==> src/rtl/reg_dump_pkg.sv <==
// reg_dump_pkg
//   Shared definitions for the register-bank dump controller: the FSM state
//   type and the default word/address widths of the register bank.
package reg_dump_pkg;

  // Word width of the register bank.
  localparam int DUMP_W = 16;
  // Address width of the register bank (2**DUMP_N words).
  localparam int DUMP_N = 5;

  // Dump controller states.
  //   IDLE  : waiting for start
  //   FETCH : first read of the range, one cycle
  //   SEND  : presenting a word, prefetching the next one
  //   DONE  : one-cycle completion pulse
  typedef enum logic [1:0] {
    IDLE  = 2'd0,
    FETCH = 2'd1,
    SEND  = 2'd2,
    DONE  = 2'd3
  } dump_state_t;

endpackage : reg_dump_pkg

==> src/rtl/reg_dump_ctrl.sv <==
// reg_dump_ctrl
//   Sequential reader for the register bank. A start pulse in IDLE latches an
//   address range [first_addr .. last_addr] (modulo 2**N, so a range may wrap
//   through address 0). The controller walks the range through the bank's
//   combinational read port and streams each word, tagged with its address,
//   over a valid/ready interface.
//
// Ports
//   clk         in   clock, rising edge
//   reset       in   asynchronous active-high reset
//   start       in   one-cycle dump request, honoured only in IDLE
//   abort       in   synchronous cancel, honoured only in FETCH and SEND
//   first_addr  in   first address of the dump, latched on accepted start
//   last_addr   in   last address of the dump, latched on accepted start
//   rd_addr     out  bank read address (from registered state only)
//   rd_data     in   bank read data for rd_addr (combinational)
//   out_valid   out  out_data/out_addr/out_last are valid
//   out_ready   in   downstream accepts the current word
//   out_data    out  registered word
//   out_addr    out  address of out_data
//   out_last    out  current word is the final word of the dump
//   busy        out  high in FETCH and SEND
//   done        out  one-cycle pulse after the final word is accepted
//   dbg_state   out  current FSM state, for observation only
//
// Handshake: a word transfers on a rising edge where out_valid and out_ready
// are both high. Once out_valid rises, out_valid and the payload (out_data,
// out_addr, out_last) stay stable until the word transfers or the dump is
// aborted; out_ready may change in any cycle and has no combinational effect
// on any output.
module reg_dump_ctrl
  import reg_dump_pkg::*;
#(
  parameter int W = DUMP_W,
  parameter int N = DUMP_N
) (
  input  logic         clk,
  input  logic         reset,
  input  logic         start,
  input  logic         abort,
  input  logic [N-1:0] first_addr,
  input  logic [N-1:0] last_addr,
  output logic [N-1:0] rd_addr,
  input  logic [W-1:0] rd_data,
  output logic         out_valid,
  input  logic         out_ready,
  output logic [W-1:0] out_data,
  output logic [N-1:0] out_addr,
  output logic         out_last,
  output logic         busy,
  output logic         done,
  output dump_state_t  dbg_state
);

  localparam logic [N-1:0] ADDR_ONE = N'(1);

  dump_state_t  state_q, state_d;
  logic [N-1:0] cur_q, cur_d;
  logic [N-1:0] lst_q, lst_d;
  logic [W-1:0] out_data_q, out_data_d;
  logic [N-1:0] out_addr_q, out_addr_d;

  // cur tracks the address of the word being presented. While a word is on
  // the output the bank is already reading the following address, so a
  // handshake can capture the next word in the same edge and sustain one
  // word per cycle. N-bit addition wraps naturally from 2**N-1 to 0.
  logic [N-1:0] cur_next;
  logic         at_last;

  assign cur_next = cur_q + ADDR_ONE;
  assign at_last  = (out_addr_q == lst_q);

  // State and datapath registers.
  always_ff @(posedge clk or posedge reset) begin
    if (reset) begin
      state_q    <= IDLE;
      cur_q      <= '0;
      lst_q      <= '0;
      out_data_q <= '0;
      out_addr_q <= '0;
    end else begin
      state_q    <= state_d;
      cur_q      <= cur_d;
      lst_q      <= lst_d;
      out_data_q <= out_data_d;
      out_addr_q <= out_addr_d;
    end
  end

  // Next-state and datapath update.
  always_comb begin
    state_d    = state_q;
    cur_d      = cur_q;
    lst_d      = lst_q;
    out_data_d = out_data_q;
    out_addr_d = out_addr_q;

    unique case (state_q)
      IDLE: begin
        if (start) begin
          cur_d   = first_addr;
          lst_d   = last_addr;
          state_d = FETCH;
        end
      end

      FETCH: begin
        if (abort) begin
          state_d = IDLE;
        end else begin
          out_data_d = rd_data;
          out_addr_d = cur_q;
          state_d    = SEND;
        end
      end

      SEND: begin
        // abort wins over a handshake in the same cycle; the presented word
        // is simply dropped.
        if (abort) begin
          state_d = IDLE;
        end else if (out_ready) begin
          if (at_last) begin
            state_d = DONE;
          end else begin
            out_data_d = rd_data;
            out_addr_d = out_addr_q + ADDR_ONE;
            cur_d      = cur_next;
          end
        end
      end

      DONE: begin
        state_d = IDLE;
      end

      default: begin
        state_d = IDLE;
      end
    endcase
  end

  // Outputs decode from registered state only. In SEND the read port is
  // pointed one address ahead so the next word is ready at the handshake.
  assign rd_addr   = (state_q == SEND) ? cur_next : cur_q;
  assign out_valid = (state_q == SEND);
  assign out_data  = out_data_q;
  assign out_addr  = out_addr_q;
  assign out_last  = out_valid & at_last;
  assign busy      = (state_q == FETCH) || (state_q == SEND);
  assign done      = (state_q == DONE);
  assign dbg_state = state_q;

endmodule : reg_dump_ctrl

==> config.mk <==
export PLATFORM = sky130hd
export DESIGN_NAME = reg_dump_ctrl
export DESIGN_NICKNAME = d
export VERILOG_FILES = /design/src/rtl/reg_dump_pkg.sv /design/src/rtl/reg_dump_ctrl.sv
export SDC_FILE = /design/constraint.sdc
export NUM_CORES = 1
export LEC_CHECK = 0
export ABC_AREA = 0
export CORE_MARGIN = 1.5
export CORE_UTILIZATION = 45
export DETAILED_ROUTE_END_ITERATION = 10
export GPL_TIMING_DRIVEN = 0
export PLACE_DENSITY = 0.83
export SLEW_MARGIN = 10
export SYNTH_ARGS = -nofsm -noshare
export SYNTH_HDL_FRONTEND = slang
export SYNTH_SLANG_ARGS = --single-unit
==> constraint.sdc <==
create_clock -name clk -period 3.1 [get_ports clk]
set_input_delay 0.465 -clock clk [delete_from_list [all_inputs] [get_ports clk]]
set_output_delay 0.465 -clock clk [all_outputs]
set_load 0.05 [all_outputs]
==> key figures <==
Die
  • Starting Density: a little under half
  • I/O Pins: 63
  • Die ar.: between 4000 and 5000 um^2
  • Die Y: around 67 um
  • DIE WIDTH: 67.4 um
  • Core ar.: ~4000 um^2
  • Num rows: 23

Logic synthesis
  • Synth Cell Area: roughly 1900 um^2
  • Yosys warns: 0
  • Syn avg cell area: 11.4 um^2
  • Synth Register Bits: 33
  • Synth cell types: 42
  • Largest area contributor in the netlist: dfrtp_1
  • Register area share after synthesis: 44.3%
  • Syn Nets: 202
  • Mapped Cells: 164
  • Top cell type's share of synthesized area: roughly 44%
  • Synth area leaders: dfrtp_1 (44%), mux2_2 (7.8%), mux2_4 (7.2%)

Place
  • Placer Congestion: roughly 0.8
  • Dpl cells: around 280
  • I/O Buffers: between 60 and 70
  • Pre-CTS setup slack: ~0.23 ns
  • Placed wire-length estimate: slightly above 3 mm

STA
  • Final Cycle Share: between 90% and 100%
  • RSZ-0062 raised after global routing: no
  • Count of final hold-check violations: 0
  • Max-slew headroom: a little over half
  • Fin Setup TNS: 0 ns
  • Setup ws final: just under 0.2 ns
  • Fin crit period: between 2 and 3 ns
  • Slew Limit Fails: 0
  • Setup violators final: 0
  • FMAX: between 0.3 and 0.4 GHz
  • Slew @ Worst Pin: about 0.69 ns
  • Clock Skew: between 0.005 and 0.006 ns

Route
  • Routed WL: 4.17 mm
  • Antenna Nets Post-Route: 0
  • WL/cell: between 10 and 15 um
  • DRC: 0
  • Iter 0 DRT Violations: 77
  • TritonRoute pass-1 iters: 4
  • Post-DR vias/cell: 5.36
  • Via count: ~1500

Clock network
  • TritonCTS clock tree: yes
  • Clock Sinks: 33
  • Hold bufs inserted after CTS: 0
  • # H-tree levels: 2
  • Clock Latency Late Sink: approximately 0.28 ns
  • Register clock-pin slew on the reported worst setup and hold paths: 0.07 ns
  • Setup Buffers After CTS: 0
  • Clock buffer depth: 2
  • CTS Buf Count: 5
  • Clk root buf: clkbuf_8

Worst hold path
  • Worst hold path class: flip-flop to flip-flop
  • Hold path start: out_data[10]

Job
  • Max-cap viol count: 0

Global routing
  • Antenna violations before repair: 0
  • Total congestion overflow: 0
  • Vias in the first global route: between 1500 and 2000
  • Total GRT Usage: 20.6%
  • Global-route wire length before repair: 6.89 mm
  • Largest net degree at the start of global routing: 34

Outcome
  • Status: finished, final reports clean

Setup path
  • Critical Path Start Type: flip-flop
  • WS Path Type: flip-flop to output port
  • Required @ worst endpoint: 2.63 ns
  • RR Startpoint: dbg_state[0]
  • WP data arrival: ~2.4 ns
  • Worst setup EP type: output port
  • Worst setup startpoint: dbg_state[0]
  • Worst Path Max Fanout: 10

Cells and area
  • Util after Layout: between 60 and 70%
  • Fraction of layout cells with a size suffix above 1: approximately a fifth
  • Seq. cell area: 826 um^2
  • Multi-input logic area: between 900 and 1000 um^2
  • Most frequent cells in the layout: clkdlybuf4s50_1 (56), dfrtp_1 (33), mux2_2 (13)
  • Nets: about 270
  • Ant. Diodes: 0
  • Fillers: ~310
  • P&R area growth vs syn: 42.9%
  • Commonest non-fill, non-tap cell in the layout: clkdlybuf4s50_1
  • Final cell count without fillers: approximately 280
==> what timing repair did <==
item,in CTS,in global routing
resized for setup,4,2
hold endpoints to repair,0,0
gates cloned,0,0
endpoints found under the setup margin,4,2
==> state kept, by name, indices dropped and copies added, names as in the netlist <==
signal and flops:
lst_q 5, out_addr 5, dbg_state 2, out_data 16, cur_q 5
==> per-stage QoR <==
| step | instance area, um^2 | hold WS [ns] |
|---|---|---|
| finish | 2670 | 0.511 |
| global route | 2670 | 0.528 |
| CTS | 2660 | 0.512 |
| detailed placement | 2580 | 0.493 |
| global placement | 2580 | 0.489 |
| floorplan | 1890 | 0.501 |
==> cell usage after synthesis (all sizes together) <==
| master | number |
|---|---|
| nand4 | 1 |
| o21ai | 2 |
| a211oi | 4 |
| nand2 | 11 |
| xor2 | 1 |
| a41o | 2 |
| a221oi | 1 |
| nor2 | 10 |
| nand2b | 3 |
| a21o | 4 |
| dfrtp | 33 |
| nor3 | 5 |
| o21bai | 1 |
| a21oi | 5 |
| a31oi | 6 |
| or2 | 1 |
| and2 | 3 |
| inv | 6 |
| a2111oi | 1 |
| o22ai | 1 |
| ha | 7 |
| nor2b | 1 |
| nand3 | 7 |
| clkbuf | 3 |
| buf | 4 |
| or3 | 1 |
| o22a | 4 |
| xnor2 | 8 |
| mux2 | 22 |
| a21boi | 1 |
| and3 | 5 |
==> logic make-up after synthesis <==
kind of cell | Yosys count | share of synthesized area (%)
simple gates | 48 | 13.2
flops | 33 | 44.3
compound gates | 32 | 13.8
mux | 22 | 15.1
buf+inv | 13 | 4.69
xor+xnor | 9 | 4.23
fa+ha+maj | 7 | 4.69
==> final cells by class <==
type,instances,area share [%]
plain buffers,7,2.44
clock buffers,6,3.10
clock inverters,1,0.282
inverters,6,0.845
multi-input cells,118,36.7
flip-flops and latches,33,31.0
well taps,50,2.35
repair buffers,62,23.3
==> per-layer routing <==
layer,GRT usage [%],vias to the layer above,share of wire [%]
li1,-,722,-
met1,23.5,733,42
met2,35.5,57,49
met3,8.00,5,8.1
met4,6.12,0,0.84
met5,0,-,0
==> critical path, cell delays in order, from the launching register on <==
cell and delay (ns):
dfrtp_1 0.41, inv_1 0.11, ha_1 0.24, buf_6 0.15, inv_1 0.06, clkbuf_1 0.39, nand2_1 0.14, o21ai_1 0.11
dlygate4sd2_1 0.54
==> worst paths after layout <==
kind | to | slack [ns] | cells after the start
max | rd_addr[1] | 0.20 | 8
min | out_data[10] | 0.51 | 1
max reg2reg | out_data[7] | 0.86 | 9
min reg2reg | out_data[10] | 0.51 | 1
max in group asynchronous | out_addr[3] | 2.06 | 2
min in group asynchronous | out_data[5] | 0.61 | 2
Power is left out: the tool's default activity adds up to more than one toggle a clock period on the data nets, which glitch-free logic cannot reach.
